[config.mk]
export PLATFORM = sky130hd
export DESIGN_NAME = battle_sequencer
export DESIGN_NICKNAME = d
export VERILOG_FILES = /design/src/rtl/battle_pkg.sv /design/src/rtl/game_over_anim.sv /design/src/rtl/battle_sequencer.sv
export SDC_FILE = /design/constraint.sdc
export NUM_CORES = 1
export LEC_CHECK = 0
export ABC_AREA = 1
export BUFFER_PORTS_ARGS = -buffer_cell sky130_fd_sc_hd__buf_2
export CORE_MARGIN = 5
export CORE_UTILIZATION = 50
export DETAILED_ROUTE_END_ITERATION = 12
export PLACE_DENSITY_LB_ADDON = 0.05
export SYNTH_ARGS = -nofsm -noshare
export SYNTH_HDL_FRONTEND = slang
export SYNTH_SLANG_ARGS = --single-unit
[constraint.sdc]
create_clock -name clk -period 2 [get_ports clk]
set_input_delay 0.4 -clock clk [delete_from_list [all_inputs] [get_ports clk]]
set_output_delay 0.4 -clock clk [all_outputs]
set_load 0.005 [all_outputs]
[src/rtl/battle_pkg.sv]
// battle_pkg: shared types and constants for the battle phase sequencer.
//   battle_state_t : one-hot-ish phase encoding driven onto state_out (pixel mux select)
//   over_phase_t   : game-over animation phase
//   FADE_MAX       : fully faded GAME OVER text colour
//   fade_step()    : per-nibble saturating increment of a {r,g,b} colour
package battle_pkg;

    typedef enum logic [3:0] {
        MENU   = 4'b0000,
        PLAYER = 4'b0001,
        ENEMY  = 4'b1000,
        OVER   = 4'b1111
    } battle_state_t;

    typedef enum logic [1:0] {
        PhIdle  = 2'd0,
        PhBreak = 2'd1,
        PhFall  = 2'd2,
        PhFade  = 2'd3
    } over_phase_t;

    localparam logic [11:0] FADE_MAX = 12'hFFF;

    // Each nibble steps independently but saturates at 4'hF.
    function automatic logic [11:0] fade_step(input logic [11:0] c);
        logic [11:0] r;
        r = c;
        for (int i = 0; i < 3; i++) begin
            r[i*4 +: 4] = (c[i*4 +: 4] == 4'hF) ? 4'hF : c[i*4 +: 4] + 4'h1;
        end
        return r;
    endfunction

endpackage

[src/rtl/game_over_anim.sv]
// game_over_anim: timed game-over animation owned beneath battle_sequencer.
// Runs phase 0 (idle) -> 1 (heart split) -> 2 (heart falls apart) -> 3 (text fade).
// Ports:
//   clk, rst        : clock, synchronous active-high reset
//   start_i         : one-cycle pulse; restarts the animation from phase 0
//   clear_i         : one-cycle pulse; returns everything to reset values and idles
//   frame_start_i   : one-cycle pulse per video frame, paces the fade
//   phase_o         : current phase 0..3
//   divided_o       : high from phase 1 onward
//   fall_valid_o    : high from phase 2 onward
//   fade_color_o    : {r,g,b} nibbles of the GAME OVER text colour
//   fade_done_o     : colour has reached FADE_MAX in phase 3
module game_over_anim
    import battle_pkg::*;
#(
    parameter int unsigned IDLE_CYCLES   = 65000000,
    parameter int unsigned BREAK_CYCLES  = 130000000,
    parameter int unsigned FALL_CYCLES   = 130000000,
    parameter int unsigned FADE_DIV_LOG2 = 3,
    parameter int unsigned TIMER_W       = 32
) (
    input  logic        clk,
    input  logic        rst,
    input  logic        start_i,
    input  logic        clear_i,
    input  logic        frame_start_i,
    output logic [1:0]  phase_o,
    output logic        divided_o,
    output logic        fall_valid_o,
    output logic [11:0] fade_color_o,
    output logic        fade_done_o
);

    localparam int unsigned FcW = (FADE_DIV_LOG2 > 0) ? FADE_DIV_LOG2 : 1;

    localparam logic [TIMER_W-1:0] IdleLast  = TIMER_W'(IDLE_CYCLES - 1);
    localparam logic [TIMER_W-1:0] BreakLast = TIMER_W'(BREAK_CYCLES - 1);
    localparam logic [TIMER_W-1:0] FallLast  = TIMER_W'(FALL_CYCLES - 1);

    logic               active_q, active_d;
    over_phase_t        phase_q, phase_d;
    logic [TIMER_W-1:0] timer_q, timer_d;
    logic [FcW-1:0]     frame_cnt_q, frame_cnt_d;
    logic [11:0]        color_q, color_d;
    logic               last_frame;

    // With no divider every frame is a fade step.
    assign last_frame = (FADE_DIV_LOG2 == 0) || (&frame_cnt_q);

    always_comb begin
        active_d    = active_q;
        phase_d     = phase_q;
        timer_d     = timer_q;
        frame_cnt_d = frame_cnt_q;
        color_d     = color_q;
        if (clear_i || start_i) begin
            active_d    = start_i;
            phase_d     = PhIdle;
            timer_d     = '0;
            frame_cnt_d = '0;
            color_d     = '0;
        end else if (active_q) begin
            unique case (phase_q)
                PhIdle: begin
                    if (timer_q == IdleLast) begin
                        timer_d = '0;
                        phase_d = PhBreak;
                    end else begin
                        timer_d = timer_q + TIMER_W'(1);
                    end
                end
                PhBreak: begin
                    if (timer_q == BreakLast) begin
                        timer_d = '0;
                        phase_d = PhFall;
                    end else begin
                        timer_d = timer_q + TIMER_W'(1);
                    end
                end
                PhFall: begin
                    if (timer_q == FallLast) begin
                        timer_d = '0;
                        phase_d = PhFade;
                    end else begin
                        timer_d = timer_q + TIMER_W'(1);
                    end
                end
                PhFade: begin
                    // Timer halts here; only the frame counter advances.
                    if (frame_start_i) begin
                        frame_cnt_d = frame_cnt_q + FcW'(1);
                        if (last_frame) begin
                            color_d = fade_step(color_q);
                        end
                    end
                end
            endcase
        end
    end

    always_ff @(posedge clk) begin
        if (rst) begin
            active_q    <= 1'b0;
            phase_q     <= PhIdle;
            timer_q     <= '0;
            frame_cnt_q <= '0;
            color_q     <= '0;
        end else begin
            active_q    <= active_d;
            phase_q     <= phase_d;
            timer_q     <= timer_d;
            frame_cnt_q <= frame_cnt_d;
            color_q     <= color_d;
        end
    end

    assign phase_o      = phase_q;
    assign divided_o    = (phase_q != PhIdle);
    assign fall_valid_o = (phase_q == PhFall) || (phase_q == PhFade);
    assign fade_color_o = color_q;
    assign fade_done_o  = (phase_q == PhFade) && (color_q == FADE_MAX);

endmodule

[src/rtl/battle_sequencer.sv]
// battle_sequencer: MENU -> PLAYER -> ENEMY round loop with wrapping turn index,
// one-cycle round reset and a sticky OVER state driving the game-over animation.
// Optional feature: define GAME_OVER_RESTART_EN to let a restart_in rising edge
// leave OVER once the fade has completed; otherwise OVER is left only by rst.
// Ports:
//   clk, rst          : clock, synchronous active-high reset
//   frame_start_in    : one-cycle pulse at start of each video frame
//   menu_done_in      : menu finished (level)
//   player_done_in    : player attack finished (level)
//   enemy_done_in     : enemy pattern finished (level)
//   game_over_in      : HP reached zero (level)
//   restart_in        : restart request (optional feature only)
//   state_out         : battle_state_t encoding, selects the pixel mux
//   turn_out          : current enemy pattern index
//   round_rst_out     : one-cycle pulse resetting round sub-blocks
//   anim_phase_out    : game-over phase 0..3
//   divided_out       : heart split
//   fall_valid_out    : heart fall-apart enable
//   fade_color_out    : GAME OVER text colour {r,g,b}
//   fade_done_out     : fade finished
module battle_sequencer
    import battle_pkg::*;
#(
    parameter int unsigned NUM_TURNS     = 9,
    parameter int unsigned INIT_TURN     = 3,
    parameter int unsigned IDLE_CYCLES   = 65000000,
    parameter int unsigned BREAK_CYCLES  = 130000000,
    parameter int unsigned FALL_CYCLES   = 130000000,
    parameter int unsigned FADE_DIV_LOG2 = 3,
    parameter int unsigned TIMER_W       = 32,
    localparam int unsigned TURN_W       = (NUM_TURNS > 1) ? $clog2(NUM_TURNS) : 1
) (
    input  logic              clk,
    input  logic              rst,
    input  logic              frame_start_in,
    input  logic              menu_done_in,
    input  logic              player_done_in,
    input  logic              enemy_done_in,
    input  logic              game_over_in,
    input  logic              restart_in,
    output logic [3:0]        state_out,
    output logic [TURN_W-1:0] turn_out,
    output logic              round_rst_out,
    output logic [1:0]        anim_phase_out,
    output logic              divided_out,
    output logic              fall_valid_out,
    output logic [11:0]       fade_color_out,
    output logic              fade_done_out
);

    localparam logic [TURN_W-1:0] TurnInit = TURN_W'(INIT_TURN);
    localparam logic [TURN_W-1:0] TurnLast = TURN_W'(NUM_TURNS - 1);

    battle_state_t     state_q, state_d;
    logic [TURN_W-1:0] turn_q, turn_d;
    logic              round_rst_q, round_rst_d;

    logic menu_prev_q, player_prev_q, enemy_prev_q, over_prev_q;
    logic menu_rise, player_rise, enemy_rise, over_rise;
    logic go_over, restart_go;

    // Previous-level registers load the live inputs every cycle, reset included,
    // so a level held through rst or a round reset never produces an edge.
    always_ff @(posedge clk) begin
        menu_prev_q   <= menu_done_in;
        player_prev_q <= player_done_in;
        enemy_prev_q  <= enemy_done_in;
        over_prev_q   <= game_over_in;
    end

    assign menu_rise   = menu_done_in & ~menu_prev_q;
    assign player_rise = player_done_in & ~player_prev_q;
    assign enemy_rise  = enemy_done_in & ~enemy_prev_q;
    assign over_rise   = game_over_in & ~over_prev_q;

    assign go_over = over_rise && (state_q != OVER);

`ifdef GAME_OVER_RESTART_EN
    logic restart_prev_q;

    always_ff @(posedge clk) begin
        restart_prev_q <= restart_in;
    end

    assign restart_go = restart_in && !restart_prev_q && (state_q == OVER) && fade_done_out;
`else
    logic unused_restart;

    assign unused_restart = restart_in;
    assign restart_go     = 1'b0;
`endif

    always_comb begin
        state_d     = state_q;
        turn_d      = turn_q;
        round_rst_d = 1'b0;
        if (go_over) begin
            // Beats any done edge; an already-issued round reset still ends on its own.
            state_d = OVER;
        end else if (restart_go) begin
            state_d     = MENU;
            turn_d      = TurnInit;
            round_rst_d = 1'b1;
        end else if (round_rst_q) begin
            // Done edges are ignored while the round reset is on the wire.
            state_d = MENU;
        end else begin
            case (state_q)
                MENU: begin
                    if (menu_rise) state_d = PLAYER;
                end
                PLAYER: begin
                    if (player_rise) state_d = ENEMY;
                end
                ENEMY: begin
                    // Stay in ENEMY for the pulse cycle; MENU follows it.
                    if (enemy_rise) begin
                        turn_d      = (turn_q == TurnLast) ? '0 : turn_q + TURN_W'(1);
                        round_rst_d = 1'b1;
                    end
                end
                default: ;
            endcase
        end
    end

    always_ff @(posedge clk) begin
        if (rst) begin
            state_q     <= MENU;
            turn_q      <= TurnInit;
            round_rst_q <= 1'b0;
        end else begin
            state_q     <= state_d;
            turn_q      <= turn_d;
            round_rst_q <= round_rst_d;
        end
    end

    game_over_anim #(
        .IDLE_CYCLES  (IDLE_CYCLES),
        .BREAK_CYCLES (BREAK_CYCLES),
        .FALL_CYCLES  (FALL_CYCLES),
        .FADE_DIV_LOG2(FADE_DIV_LOG2),
        .TIMER_W      (TIMER_W)
    ) u_anim (
        .clk          (clk),
        .rst          (rst),
        .start_i      (go_over),
        .clear_i      (restart_go),
        .frame_start_i(frame_start_in),
        .phase_o      (anim_phase_out),
        .divided_o    (divided_out),
        .fall_valid_o (fall_valid_out),
        .fade_color_o (fade_color_out),
        .fade_done_o  (fade_done_out)
    );

    assign state_out     = state_q;
    assign turn_out      = turn_q;
    assign round_rst_out = round_rst_q;

endmodule

==> results.json <==
{
  "synth_top_area_cell": "dfxtp_1",
  "synth-seq-area-share_pct": 37.13,
  "outcome": "finished, final reports clean",
  "ir_drop_mv": 0.5529,
  "critPathTopFamily": "simple AND/OR/NAND/NOR gates",
  "path_depth": 6,
  "antenna_cells": 0,
  "row_count": 29,
  "globalplace.congestion": 0.8455,
  "grt_pass1_wl_mm": 13.11,
  "gr-total-overflow": 0,
  "setup_viol": 0,
  "syn_area_sq_um": 3343,
  "maxSlewHeadroom_pct": 72.64,
  "initial_core_util_pct": 52.06,
  "grt_pass1_vias": 2911,
  "drcViolationCount": 0,
  "die_h_um": 91.77,
  "swShare_pct": 24.86,
  "syn_nets": 507,
  "max_freq_ghz": 0.5241,
  "p_clk_share_pct": 45.5,
  "dieArea_sq_um": 8422,
  "pwr_density_cell_nw_per_um2": 696.5,
  "cts_buffer_depth": 2,
  "path_clk_slew_ns": 0.08,
  "power_frac_seq_pct": 47.7,
  "crit_path_max_fanout": 5,
  "post-route-util_pct": 60.72,
  "fin_crit_ns": 1.908,
  "antenna_found_initial": 0,
  "synth.area.top_cells": "dfxtp_1 (37%), nand2_1 (11%), nor2_1 (11%)",
  "htree_num_levels": 3,
  "drt-total-wl_mm": 7.573,
  "maxCapViolCount": 0,
  "postCtsHoldBufs": 0,
  "intPower_w": 0.002041,
  "drive_gt1_share_pct": 16.85,
  "postRouteAntennaNets": 0,
  "max_stage_delay_ns": 0.37,
  "power_w": 0.002716,
  "grt_setup_unrepaired": "true",
  "die_x_um": 91.77,
  "worstHoldPathCells": 1,
  "synth-warning-count": 0,
  "avgSynthCellArea_sq_um": 6.865,
  "p_leak_nw": 1.558,
  "cts_made_buffers": 9,
  "p_comb_share_pct": 6.8,
  "cts_tree": "built",
  "timing.final.max_slew_violations": 0,
  "crit_slowest_cell": "dfxtp_2",
  "grt_use_total_pct": 19.08,
  "grt_max_degree": 17,
  "clock-sinks": 62,
  "critPathCaptureType": "primary output",
  "path_class": "reg2out",
  "worstSkewPairLatency_ns": 0.35,
  "ys_ff_latch": 62,
  "worst_pin_slew_ns": 0.4066,
  "ys_types": 33,
  "synth_cells": 487,
  "io_pins": 34,
  "holdCritPathClass": "in2reg",
  "first_pass_iters": 4,
  "crit_required_ns": 1.60,
  "syn_to_final_growth_pct": 16.65,
  "crit_buf_inv": 1,
  "switchingPower_w": 0.0006753,
  "reg2reg_depth": 10,
  "wl_per_cell_um": 12.27,
  "netlist.area_leader.share_pct": 37.13,
  "core-area_sq_um": 6422,
  "fin_setup_tns_ns": 0,
  "cp.arrival_ns": 1.51,
  "port_buffers": 32,
  "dp_hpwl_mm": 5.694,
  "finalCritPeriodShare_pct": 95.41,
  "fin_skew_ns": 0.01407,
  "path_cells": "ha_1 -> nand2_2 -> nor2_2 -> nand2_1 -> nor3_2 -> buf_2",
  "drt_iter0_markers": 135,
  "vias": 3114,
  "viasPerCell": 5.047,
  "finalHoldViolCount": 0,
  "nNetsFinal": 555,
  "cts_root_buf": "clkbuf_8",
  "start_kind": "flop"
}
## cell usage after synthesis (all sizes together)
cell and number:
a31oi 6, nand4 12, a211oi 5, xnor2 1, nand3 23, xor2 21, ha 12, o211ai 1
o21ai 17, o22ai 1, buf 5, inv 65, nor4 1, nor3b 1, nor3 19, dfxtp 62
or2 2, and3 1, a21oi 15, clkbuf 1, nand2 104, mux2i 1, nand3b 3, nor2 108
## registers in the layout, indices dropped and copies added (netlist names)
| register | count |
|---|---|
| u_anim.active_q | 1 |
| turn_out | 4 |
| over_prev_q | 1 |
| player_prev_q | 1 |
| u_anim.frame_cnt_q | 3 |
| u_anim.timer_q | 32 |
| u_anim.phase_o | 2 |
| u_anim.fade_color_o | 12 |
| round_rst_out | 1 |
| state_out | 3 |
| menu_prev_q | 1 |
| enemy_prev_q | 1 |
## layer usage
layer,vias to the layer above,track usage (%),share of wire [%]
met5,-,0,0
met4,0,6.312,1.1
met3,7,4.173,4.2
met2,53,31.22,47
met1,1414,25.01,48
li1,1640,-,-
## power groups by stage
stage | Combinational [W] | Clock (W) | Sequential [W]
after CTS | 0.000186 | 0.00127 | 0.00130
final | 0.000186 | 0.00124 | 0.00129
after global placement | 0.000184 | 0 | 0.00132
after detailed placement | 0.000184 | 0 | 0.00132
after global routing | 0.000209 | 0.00133 | 0.00130
after floorplan | 0.000130 | 0 | 0.00132
## cell families after synthesis
| group | count (synthesis) | share of synthesized area [%] |
|---|---|---|
| simple gates | 274 | 36.19 |
| compound gates | 45 | 7.448 |
| fa+ha+maj | 12 | 4.491 |
| mux | 1 | 0.2994 |
| flops | 62 | 37.13 |
| xor+xnor | 22 | 5.764 |
| buf+inv | 71 | 8.682 |
## worst paths after layout
check | from | endpoint | slack [ns]
worst max-delay path | u_anim.fade_color_o[8]$_SDFFE_PP0P_ | fade_done_out | 0.09
worst min-delay path | enemy_done_in | enemy_prev_q$_DFF_P_ | 0.17
worst max register to register | u_anim.phase_o[1]$_SDFFE_PP0P_ | u_anim.timer_q[16]$_SDFFE_PP0P_ | 0.14
worst min register to register | u_anim.fade_color_o[8]$_SDFFE_PP0P_ | u_anim.fade_color_o[8]$_SDFFE_PP0P_ | 0.47
## final cells by class
type	count	area, sq um
clock buffers	9	123.9
clock inverters	7	97.59
fillers	604	2522
inverters	65	244.0
multi-input cells	354	1829
flip-flops and latches	62	1250
well taps	77	96.34
repair buffers	43	259.0
## per-stage QoR
stage	hold slack (ns)	setup WS (ns)	instances	area [sq um]
2_1_floorplan	0.4277	0.3655	487	3343
3_3_place_gp	0.4541	0.1609	596	3598
3_5_place_dp	0.4755	0.1256	596	3598
4_1_cts	0.1497	0.01070	612	3820
5_1_grt	0.1477	0.006276	617	3900
6_report	0.1650	0.09180	617	3900
## layout by cell type, fill, tap and decap left out, types with 2 or more instances in the layout
cell type and count:
inv_2 2, nand3b_1 2, dfxtp_2 4, a31oi_1 6
nor3_1 16, nand3_1 23, nand2_2 5, buf_4 9
inv_1 63, nand2_1 98, a21oi_1 15, ha_1 11
nor3_2 3, clkinvlp_4 2, nor2_4 4, a211oi_1 5
bufinv_16 2, o21ai_0 17, or2_2 2, buf_2 32
nor2_1 96, clkbuf_8 9, xor2_1 21, dfxtp_1 57
nand4_1 12, nor2_2 8
## what timing repair did
item	4_1_cts	5_1_grt
gates resized for setup	0	13
endpoints found under the setup margin	0	14
buffers inserted	0	5
Note: power is estimated with default switching activity, not from simulation.
